===== config.mk =====
export PLATFORM = sky130hd
export DESIGN_NAME = fifo_read_arbiter
export DESIGN_NICKNAME = d
export VERILOG_FILES = /design/src/rtl/fifo_pkg.sv /design/src/rtl/fifo_read_arbiter_rr_pick.sv /design/src/rtl/fifo_read_arbiter.sv
export SDC_FILE = /design/constraint.sdc
export NUM_CORES = 1
export LEC_CHECK = 0
export ABC_CLOCK_PERIOD_IN_PS = 4500
export CAP_MARGIN = 20
export CORE_MARGIN = 5
export CORE_UTILIZATION = 49
export CTS_CLUSTER_DIAMETER = 40
export DETAILED_ROUTE_END_ITERATION = 8
export PLACE_DENSITY = 0.81
export SLEW_MARGIN = 20
export SYNTH_ARGS = -nofsm -noshare
export SYNTH_HDL_FRONTEND = slang
export SYNTH_SLANG_ARGS = --single-unit

===== constraint.sdc =====
create_clock -name r_clk -period 4.5 [get_ports r_clk]
set_input_delay 0.675 -clock r_clk [delete_from_list [all_inputs] [get_ports r_clk]]
set_output_delay 0.675 -clock r_clk [all_outputs]
set_load 0.02 [all_outputs]

===== src/rtl/fifo_pkg.sv =====
// Shared definitions for the asynchronous FIFO: default widths and the
// read/write scheduler state encoding.
package fifo_pkg;

    localparam int PTR_WIDTH  = 4;
    localparam int DATA_WIDTH = 8;
    localparam int MAX_BURST  = 4;

    typedef enum logic {
        ST_IDLE  = 1'b0,
        ST_BURST = 1'b1
    } state_t;

endpackage


===== src/rtl/fifo_read_arbiter_rr_pick.sv =====
// Combinational round-robin picker: first set request at or above rr_ptr,
// wrapping from N-1 back to 0.
module rr_pick #(
    parameter int N     = 4,
    parameter int IDX_W = $clog2(N)
) (
    input  logic [N-1:0]     req,
    input  logic [IDX_W-1:0] rr_ptr,
    output logic             any,
    output logic [IDX_W-1:0] idx
);

    localparam int unsigned NU = N;

    int unsigned j;

    always_comb begin
        any = 1'b0;
        idx = '0;
        j   = 0;
        for (int unsigned i = 0; i < NU; i++) begin
            j = 32'(rr_ptr) + i;
            if (j >= NU) begin
                j = j - NU;
            end
            if (!any && req[j]) begin
                any = 1'b1;
                idx = IDX_W'(j);
            end
        end
    end

endmodule


===== src/rtl/fifo_read_arbiter.sv =====
// Read-side scheduler: shares the FIFO read port among NUM_REQ consumers
// with round-robin bursts and tags each popped word with its owner's ID.
module fifo_read_arbiter
    import fifo_pkg::*;
#(
    parameter int NUM_REQ    = 4,
    parameter int DATA_WIDTH = fifo_pkg::DATA_WIDTH,
    parameter int MAX_BURST  = fifo_pkg::MAX_BURST,
    parameter int ID_W       = $clog2(NUM_REQ)
) (
    input  logic                  r_clk,
    input  logic                  r_rst,
    input  logic [NUM_REQ-1:0]    req,
    input  logic                  empty,
    input  logic [DATA_WIDTH-1:0] rdata,
    output logic                  r_en,
    output logic [NUM_REQ-1:0]    gnt,
    output logic                  out_valid,
    output logic [DATA_WIDTH-1:0] out_data,
    output logic [ID_W-1:0]       out_id,
    output logic                  busy
);

    localparam int CNT_W = $clog2(MAX_BURST) + 1;

    state_t           state, state_nxt;
    logic [ID_W-1:0]  rr_ptr;
    logic [ID_W-1:0]  owner;
    logic [CNT_W-1:0] cnt;
    logic             pick_any;
    logic [ID_W-1:0]  pick_idx;
    logic [ID_W-1:0]  owner_next;

    rr_pick #(
        .N     (NUM_REQ),
        .IDX_W (ID_W)
    ) u_rr_pick (
        .req    (req),
        .rr_ptr (rr_ptr),
        .any    (pick_any),
        .idx    (pick_idx)
    );

    assign owner_next = (32'(owner) == NUM_REQ - 1) ? '0 : owner + ID_W'(1);
    assign busy       = (state == ST_BURST);

    always_comb begin
        state_nxt = state;
        r_en      = 1'b0;
        case (state)
            ST_IDLE: begin
                if (pick_any && !empty) begin
                    state_nxt = ST_BURST;
                end
            end
            ST_BURST: begin
                r_en = req[owner] && !empty;
                if ((r_en && cnt == CNT_W'(MAX_BURST - 1)) || !req[owner] || empty) begin
                    state_nxt = ST_IDLE;
                end
            end
            default: state_nxt = ST_IDLE;
        endcase
        if (!r_rst) begin
            r_en = 1'b0;
        end
    end

    always_ff @(posedge r_clk) begin
        if (!r_rst) begin
            state     <= ST_IDLE;
            rr_ptr    <= '0;
            owner     <= '0;
            cnt       <= '0;
            gnt       <= '0;
            out_valid <= 1'b0;
            out_data  <= '0;
            out_id    <= '0;
        end else begin
            state     <= state_nxt;
            out_valid <= r_en;
            if (r_en) begin
                out_data <= rdata;
                out_id   <= owner;
            end
            if (state == ST_IDLE && state_nxt == ST_BURST) begin
                owner <= pick_idx;
                gnt   <= {{(NUM_REQ-1){1'b0}}, 1'b1} << pick_idx;
                cnt   <= '0;
            end else if (state == ST_BURST) begin
                // Exit takes priority over the count so cnt never reaches MAX_BURST.
                if (state_nxt == ST_IDLE) begin
                    rr_ptr <= owner_next;
                    gnt    <= '0;
                    cnt    <= '0;
                end else if (r_en) begin
                    cnt <= cnt + CNT_W'(1);
                end
            end
        end
    end

endmodule


==> results.yml, run 1 <==
synth:
  synth_largest_area_cell: "dfxtp_1"
  synth_top_family_by_area: "simple AND/OR/NAND/NOR gates"
  synth_edf_count: 0
  syn_nets: 130
  yosys.area_share.adder: 0.0455
  synthMuxAreaShare: 0.119
  synth_area_mm2: 0.00110
  synth-simple-area-share: 0.226
  synth-seq-area-share: 0.419
  synth_most_common_cell: "dfxtp_1"
  synth_area_leaders: "dfxtp_1, mux2i_1, nor2b_1, ha_1, a21boi_0"
  synth_xor_area_frac: 0
  synth-main-ff-cell: "dfxtp_1"
  synth-compound-area-share: 0.159
  ys_seq_elements: 23
  synth_commonest_cells: "dfxtp_1, nor2b_1, mux2i_1"
  synth_cell_types: 33
  synth_top_cell_area_share: 0.419
  synth_cells: 111
  avgSynthCellArea_um2: 9.91
  yosys_warnings: 0
  async_reset_ff_frac: 0
floorplan:
  die_area_mm2: 0.00329
  die_height_um: 57.4
  num_io_pins: 32
  dieWidth_um: 57.4
  rows: 17
  core_mm2: 0.00217
  initial_core_util: 0.507
routing:
  final_antenna_net_count: 0
  first_pass_iters: 4
  drt-initial-drc-count: 8
  vias: 923
  avgRoutedWirePerCell_um: 13.9
  postRouteWirelength_um: 2390
  vias_per_cell: 5.37
  drc_errors: 0
setup_path:
  path_cells: "clkdlybuf4s50_1 -> or3b_4 -> o2bb2ai_4 -> and2_2 -> clkdlybuf4s50_1"
  crit_fanout: 16
  critPathKind: "input pin to output pin"
  start_kind: "input pin"
  crit_top_cell: "clkdlybuf4s50_1"
  worstPathArrival_ns: 2.80
  end_kind: "output pin"
  cpMaxStageDelayCell: "clkdlybuf4s50_1"
  critPathMaxStageDelay_ns: 0.59
  required_ns: 3.83
sta:
  finalHoldViolCount: 0
  max_freq_mhz: 288
  setup_slack_ns: 1.02
  worstMarginPinSlew_ns: 0.480
  tns_ns: 0
  slew_headroom: 0.680
  period_share: 0.773
  maxSlewViolCount: 0
  whs_ns: 0.495
  skew_ns: 0.00862
  rsz0062_at_grt: "no"
  period_needed_ns: 3.48
  finalSetupViolCount: 0
finish:
  fin_cells: 172
  nets: 164
  post-route-util: 0.671
  fillCellCount: 180
  num_antenna_cells: 0
  design_area_mm2: 0.00146
  layout-drive-gt1-share: 0.0764
  syn_to_final_growth_pct: 32.4
power_and_ir_drop:
  p_switching_mw: 0.0941
  p_leak_nw: 0.521
  pwr-share-comb: 0.180
  peakVddDrop_mv: 0.247
  seq_power_share: 0.576
  power.internal_mw: 0.279
  power.total_mw: 0.373
  power_density_mw_per_mm2: 256
  switching_share: 0.252
  power_frac_clock: 0.244
clocking:
  cts-hold-fix-buffers: 0
  clk_path_buf_depth: 2
  htreeDepth: 1
  cts.sinks: 23
  clock-root-buffer: "clkbuf_4"
  clock_latency_ns: 0.31
  path_clk_slew_ns: 0.12
  postCtsSetupRepairBufs: 0
  cts_tree: "yes"
  post_cts_resized: 0
  numCtsBuffers: 3
grt:
  grt_busiest_layer: "met2"
  grt_pass1_vias: 923
  gr-usage-met3: 0.0498
  track_usage: 0.152
  grt_pass1_wl_um: 4000
  grt_antenna_before_repair: 0
  grt_use_met2: 0.269
  gr-total-overflow: 0
  use_met1: 0.173
  grt_max_degree: 26
place:
  dp.cells: 168
  dp_hpwl_um: 1830
  portBuffers: 31
  place_area_mm2: 0.00143
  gp_congestion: 0.824
  post-place-ws_ns: 1.02
run_status:
  outcome: "complete, no violations"
hold_path:
  hp-class: "flop to flop"
run:
  maxCapViolations: 0
[per-layer routing]
layer | vias to the layer above | part of all wire
met3 | 4 | 0.034
met2 | 14 | 0.53
met4 | 0 | 0.0096
met5 | - | 0
li1 | 462 | -
met1 | 443 | 0.42
[power by group through the flow]
| stage | Sequential (mW) | Clock, mW | Combinational, mW |
|---|---|---|---|
| floorplan | 0.223 | 0 | 0.0330 |
| global placement | 0.219 | 0 | 0.0655 |
| detailed placement | 0.219 | 0 | 0.0666 |
| CTS | 0.215 | 0.0948 | 0.0674 |
| global route | 0.216 | 0.106 | 0.0727 |
| finish | 0.215 | 0.0909 | 0.0672 |
[layout make-up]
type | instances | area (um^2) | share of cell area
flip-flops and latches | 23 | 460 | 0.316
repair buffers | 32 | 318 | 0.218
clock buffers | 4 | 26.3 | 0.0180
well taps | 28 | 35.0 | 0.0241
inverters | 3 | 11.3 | 0.00773
multi-input cells | 82 | 606 | 0.416
[sequential cells by signal, summed over array words and instances, names as in the netlist]
register,cells
busy,1
cnt,3
gnt,4
out_data,8
out_id,2
out_valid,1
owner,2
rr_ptr,2
[critical path: cells and delay by family]
family	cells	cell delay, ns
compound gates	1	0.41
simple gates	2	0.64
buf+inv	2	1.07
[worst paths after layout]
| path | endpoint | slack (ns) | from | depth (start not counted) |
|---|---|---|---|---|
| worst max register to register | gnt[1] | 2.14 | busy | 6 |
| worst max-delay path | r_en | 1.02 | empty | 5 |
| worst min-delay path | cnt[0] | 0.50 | cnt[0] | 2 |
| worst min register to register | cnt[0] | 0.50 | cnt[0] | 2 |
[cell families (layout without fill, tap and decap cells)]
kind of cell	count (synthesis)	count (layout)
fa+ha+maj	4	4
flops	23	23
simple gates	44	44
compound gates	21	21
buf+inv	6	39
mux	13	13
[layout by cell type, fill, tap and decap left out, types with 4 or more instances in the layout]
master | netlist | final
a21boi_0 | 4 | 4
clkdlybuf4s50_1 | 0 | 31
dfxtp_1 | 23 | 23
ha_1 | 4 | 4
mux2i_1 | 12 | 12
nand2_1 | 6 | 6
nor2_1 | 7 | 7
nor2b_1 | 15 | 15
Note: power is estimated with default switching activity, not from simulation.
==> run 2, diff against run 1 <==
--- a/config.mk
+++ b/config.mk
@@ -5,13 +5,13 @@
 export SDC_FILE = /design/constraint.sdc
 export NUM_CORES = 1
 export LEC_CHECK = 0
-export ABC_CLOCK_PERIOD_IN_PS = 4500
+export ABC_CLOCK_PERIOD_IN_PS = 3100
 export CAP_MARGIN = 20
 export CORE_MARGIN = 5
-export CORE_UTILIZATION = 49
+export CORE_UTILIZATION = 41
 export CTS_CLUSTER_DIAMETER = 40
 export DETAILED_ROUTE_END_ITERATION = 8
-export PLACE_DENSITY = 0.81
+export PLACE_DENSITY = 0.72
 export SLEW_MARGIN = 20
 export SYNTH_ARGS = -nofsm -noshare
 export SYNTH_HDL_FRONTEND = slang
==> constraint.sdc (replaced) <==
create_clock -name r_clk -period 3.1 [get_ports r_clk]
set_input_delay 0.465 -clock r_clk [delete_from_list [all_inputs] [get_ports r_clk]]
set_output_delay 0.465 -clock r_clk [all_outputs]
set_load 0.02 [all_outputs]
==> run 2 against run 1 <==
Compared with the run above: flip-flop and latch count is the same; clock skew shrank 0.0012 ns; critical path type unchanged; total power grew 46%; die area grew 16%; core utilization shrank 9.0 points.
==> results.yml, run 2 (synthesis gave the netlist of run 1 again) <==
setup_path:
  path_cells: "clkdlybuf4s50_1 -> or3b_4 -> o2bb2ai_4 -> and2_2 -> clkdlybuf4s50_1"
  critPathKind: "input pin to output pin"
  crit_fanout: 5
  required_ns: 2.63
  start_kind: "input pin"
  crit_top_cell: "clkdlybuf4s50_1"
  end_kind: "output pin"
  critPathMaxStageDelay_ns: 0.60
  worstPathArrival_ns: 2.21
  cpMaxStageDelayCell: "clkdlybuf4s50_1"
finish:
  final_cell_mix: "clkdlybuf4s50_1, dfxtp_1, nor2b_1"
  final-seq-area_um2: 460
  largest_register: "out_data"
  post-route-util: 0.581
  final_common_cell: "clkdlybuf4s50_1"
  layout-drive-gt1-share: 0.0828
  nets: 165
  fin_cells: 175
  multi_input_area_um2: 606
  top_regs: "out_data: 8 flops, gnt: 4 flops, cnt: 3 flops"
  syn_to_final_growth_pct: 33.3
  fillCellCount: 241
  num_antenna_cells: 0
  largest_reg_flops: 8
  design_area_mm2: 0.00147
grt:
  gr-total-overflow: 0
  grt_max_degree: 24
  grt_antenna_before_repair: 0
  track_usage: 0.129
  grt_pass1_vias: 837
  grt_pass1_wl_um: 3710
routing:
  vias_per_cell: 5.18
  final_antenna_net_count: 0
  first_pass_iters: 4
  drc_errors: 0
  drt-initial-drc-count: 13
  wl_met2_um: 1180
  wl_met3_um: 100
  avgRoutedWirePerCell_um: 13.5
  vias: 907
  top_layer: "met3"
  postRouteWirelength_um: 2360
  met1_length_um: 1090
sta:
  tns_ns: 0
  finalHoldViolCount: 0
  finalSetupViolCount: 0
  period_share: 0.864
  rsz0062_at_grt: "no"
  maxSlewViolCount: 0
  setup_slack_ns: 0.420
  slew_headroom: 0.761
  whs_ns: 0.488
  worstMarginPinSlew_ns: 0.354
  period_needed_ns: 2.68
  skew_ns: 0.00738
  max_freq_mhz: 373
hold_path:
  hp-class: "flop to flop"
power_and_ir_drop:
  pwr-share-comb: 0.180
  power.internal_mw: 0.405
  seq_power_share: 0.571
  power_frac_clock: 0.248
  power.total_mw: 0.545
  power_density_mw_per_mm2: 372
  p_switching_mw: 0.140
  switching_share: 0.257
  p_leak_nw: 0.526
  peakVddDrop_mv: 0.324
floorplan:
  dieWidth_um: 61.8
  rows: 18
  num_io_pins: 32
  initial_core_util: 0.436
  core_mm2: 0.00252
  die_height_um: 61.8
  die_area_mm2: 0.00382
place:
  gp_congestion: 0.792
  place_area_mm2: 0.00144
  dp_hpwl_um: 1850
  portBuffers: 31
  dp.cells: 171
  post-place-ws_ns: 0.408
clocking:
  cts_tree: "yes"
  cts-hold-fix-buffers: 0
  postCtsSetupRepairBufs: 0
  path_clk_slew_ns: 0.12
  post_cts_resized: 0
  numCtsBuffers: 3
  clock_latency_ns: 0.30
  clk_path_buf_depth: 2
  htreeDepth: 1
  cts.sinks: 23
  clock-root-buffer: "clkbuf_4"
run_status:
  outcome: "complete, no violations"
run:
  maxCapViolations: 0
run 2: worst paths after layout:
path	startpoint	endpoint	slack, ns	cells past startpoint
worst min register to register	out_id[1]	out_id[1]	0.49	2
worst max-delay path	empty	r_en	0.42	5
worst min-delay path	out_id[1]	out_id[1]	0.49	2
worst max register to register	busy	gnt[3]	0.83	7
run 2: layer usage:
layer | up-vias | global-route usage
li1 | 471 | -
met1 | 419 | 0.172
met2 | 17 | 0.208
met3 | 0 | 0.0434
met4 | 0 | 0.0182
met5 | - | 0
run 2: area by class of cell:
class,instances,area share
multi-input combinational,82,0.413
inverter,3,0.00768
sequential,23,0.314
timing repair buffer,33,0.222
clock buffer,4,0.0179
tap,30,0.0256
run 2: power groups by stage:
stage / logic [mW] / registers, mW / clock network [mW]
floorplan: 0.0479 / 0.323 / 0
global placement: 0.0965 / 0.318 / 0
detailed placement: 0.0981 / 0.318 / 0
CTS: 0.0988 / 0.312 / 0.143
global route: 0.106 / 0.313 / 0.156
finish: 0.0982 / 0.312 / 0.135
run 2: worst max-delay path: cells and delay by family:
kind / cells / cell delay (ns)
buffers and inverters: 2 / 1.07
and+or+nand+nor: 2 / 0.56
AOI/OAI and AO/OA: 1 / 0.12
==> run 3, diff against run 2 <==
--- a/config.mk
+++ b/config.mk
@@ -5,13 +5,13 @@
 export SDC_FILE = /design/constraint.sdc
 export NUM_CORES = 1
 export LEC_CHECK = 0
-export ABC_CLOCK_PERIOD_IN_PS = 3100
 export CAP_MARGIN = 20
 export CORE_MARGIN = 5
-export CORE_UTILIZATION = 41
+export CORE_UTILIZATION = 54
 export CTS_CLUSTER_DIAMETER = 40
 export DETAILED_ROUTE_END_ITERATION = 8
-export PLACE_DENSITY = 0.72
+export DONT_BUFFER_PORTS = 1
+export PLACE_DENSITY = 0.71
 export SLEW_MARGIN = 20
 export SYNTH_ARGS = -nofsm -noshare
 export SYNTH_HDL_FRONTEND = slang
==> run 3 against run 2 <==
Compared with the run above: clock power about the same; sequential share of layout area increased by 8.8 points; routed wire length is 9.1% lower; worst setup slack improved by 0.21 ns; first-iteration DRC count down 46%; clock-buffer cell count unchanged; flip-flop and latch count unchanged; final cell count down 20%; combinational power is 45% lower; fmax rose by 8.6%; global-route usage increased by 2.9 points; worst hold slack worse by 0.21 ns.
==> results.yml, run 3 (synthesis gave the netlist of run 1 again) <==
floorplan:
  die_area_mm2: 0.00304
  core_mm2: 0.00194
  die_height_um: 55.1
  rows: 16
  dieWidth_um: 55.1
  num_io_pins: 32
  initial_core_util: 0.566
sta:
  rsz0062_at_grt: "no"
  tns_ns: 0
  period_share: 0.796
  skew_ns: 0.00548
  slew_headroom: 0.704
  period_needed_ns: 2.47
  finalSetupViolCount: 0
  maxSlewViolCount: 0
  finalHoldViolCount: 0
  worstMarginPinSlew_ns: 0.444
  max_freq_mhz: 405
setup_path:
  critPathKind: "flop to output pin"
  reg2reg_to: "gnt[0]"
  worstPathArrival_ns: 2.00
  start_kind: "flop"
  end_kind: "output pin"
  reg2reg_slack_ns: 0.97
  crit_fanout: 15
  worstReg2RegStart: "busy"
  reg2regPathDepth: 6
  required_ns: 2.63
clocking:
  htreeDepth: 1
  postCtsSetupRepairBufs: 0
  clock_latency_ns: 0.31
  path_clk_slew_ns: 0.12
  cts-hold-fix-buffers: 0
  cts.sinks: 23
  clk_path_buf_depth: 2
  cts_tree: "yes"
  clock-root-buffer: "clkbuf_4"
  numCtsBuffers: 3
  post_cts_resized: 0
routing:
  drc_errors: 0
  final_antenna_net_count: 0
  avgRoutedWirePerCell_um: 15.3
  first_pass_iters: 2
  vias: 797
  postRouteWirelength_um: 2150
  drt-initial-drc-count: 7
  vias_per_cell: 5.69
hold_path:
  whs_endpoint: "rr_ptr[1]"
  hp-class: "input pin to flop"
  min_from: "r_rst"
  hold_path_depth: 1
place:
  gp_congestion: 0.729
  portBuffers: 0
  dp_hpwl_um: 1630
finish:
  largest_register: "out_data"
  fillCellCount: 183
  largest_reg_flops: 8
  syn_to_final_growth_pct: 4.10
  final-seq-area_um2: 460
  layout-drive-gt1-share: 0.0973
  num_antenna_cells: 0
  nets: 133
  final_cell_mix: "dfxtp_1, nor2b_1, mux2i_1"
  top_regs: "out_data: 8 flops, gnt: 4 flops, cnt: 3 flops"
  final_common_cell: "dfxtp_1"
  post-route-util: 0.590
  multi_input_area_um2: 606
grt:
  grt_pass1_wl_um: 3420
  grt_max_degree: 26
  grt_antenna_before_repair: 0
  track_usage: 0.159
  gr-total-overflow: 0
  grt_pass1_vias: 760
power_and_ir_drop:
  power_density_mw_per_mm2: 445
  p_leak_nw: 0.408
  peakVddDrop_mv: 0.283
run_status:
  outcome: "complete, no violations"
run:
  maxCapViolations: 0
-- run 3: critical path, stage by stage, from the launching register on --
cell       delay (ns)
dfxtp_1          0.61
or3b_4           0.45
o2bb2ai_4        0.13
buf_4            0.25
and2_2           0.24
-- run 3: report_power, final --
group	switching (mW)	internal, mW
sequential	0.0155	0.304
combinational	0.0281	0.0257
clock	0.0864	0.0504
-- run 3: metrics by stage --
stage	instances	area, um^2	power, mW	setup WS, ns	hold WS (ns)
final	140	1140	0.510	0.633	0.274
after global routing	140	1140	0.535	0.510	0.259
after CTS	140	1140	0.518	0.599	0.262
after detailed placement	136	1120	0.380	0.967	0.476
after global placement	136	1120	0.377	1.03	0.469
after floorplan	111	1100	0.371	0.892	0.453
-- run 3: layout make-up --
type / count / area share
Multi-Input combinational cell: 82 / 0.529
Sequential cell: 23 / 0.402
Tap cell: 27 / 0.0295
Clock buffer: 4 / 0.0230
Inverter: 3 / 0.00984
Timing Repair Buffer: 1 / 0.00656
-- run 3: worst max path at each step --
stage / endpoint / from
CTS: r_en / busy
finish: r_en / busy
global route: r_en / busy
floorplan: gnt[0] / busy
detailed placement: r_en / busy
global placement: r_en / busy
-- run 3: routing by layer --
| layer | up-vias | track usage | wire length [um] |
|---|---|---|---|
| met4 | 0 | 0.0526 | 32 |
| li1 | 402 | - | - |
| met1 | 372 | 0.183 | 949 |
| met2 | 19 | 0.262 | 1050 |
| met3 | 4 | 0.0697 | 118 |
| met5 | - | 0 | 0 |
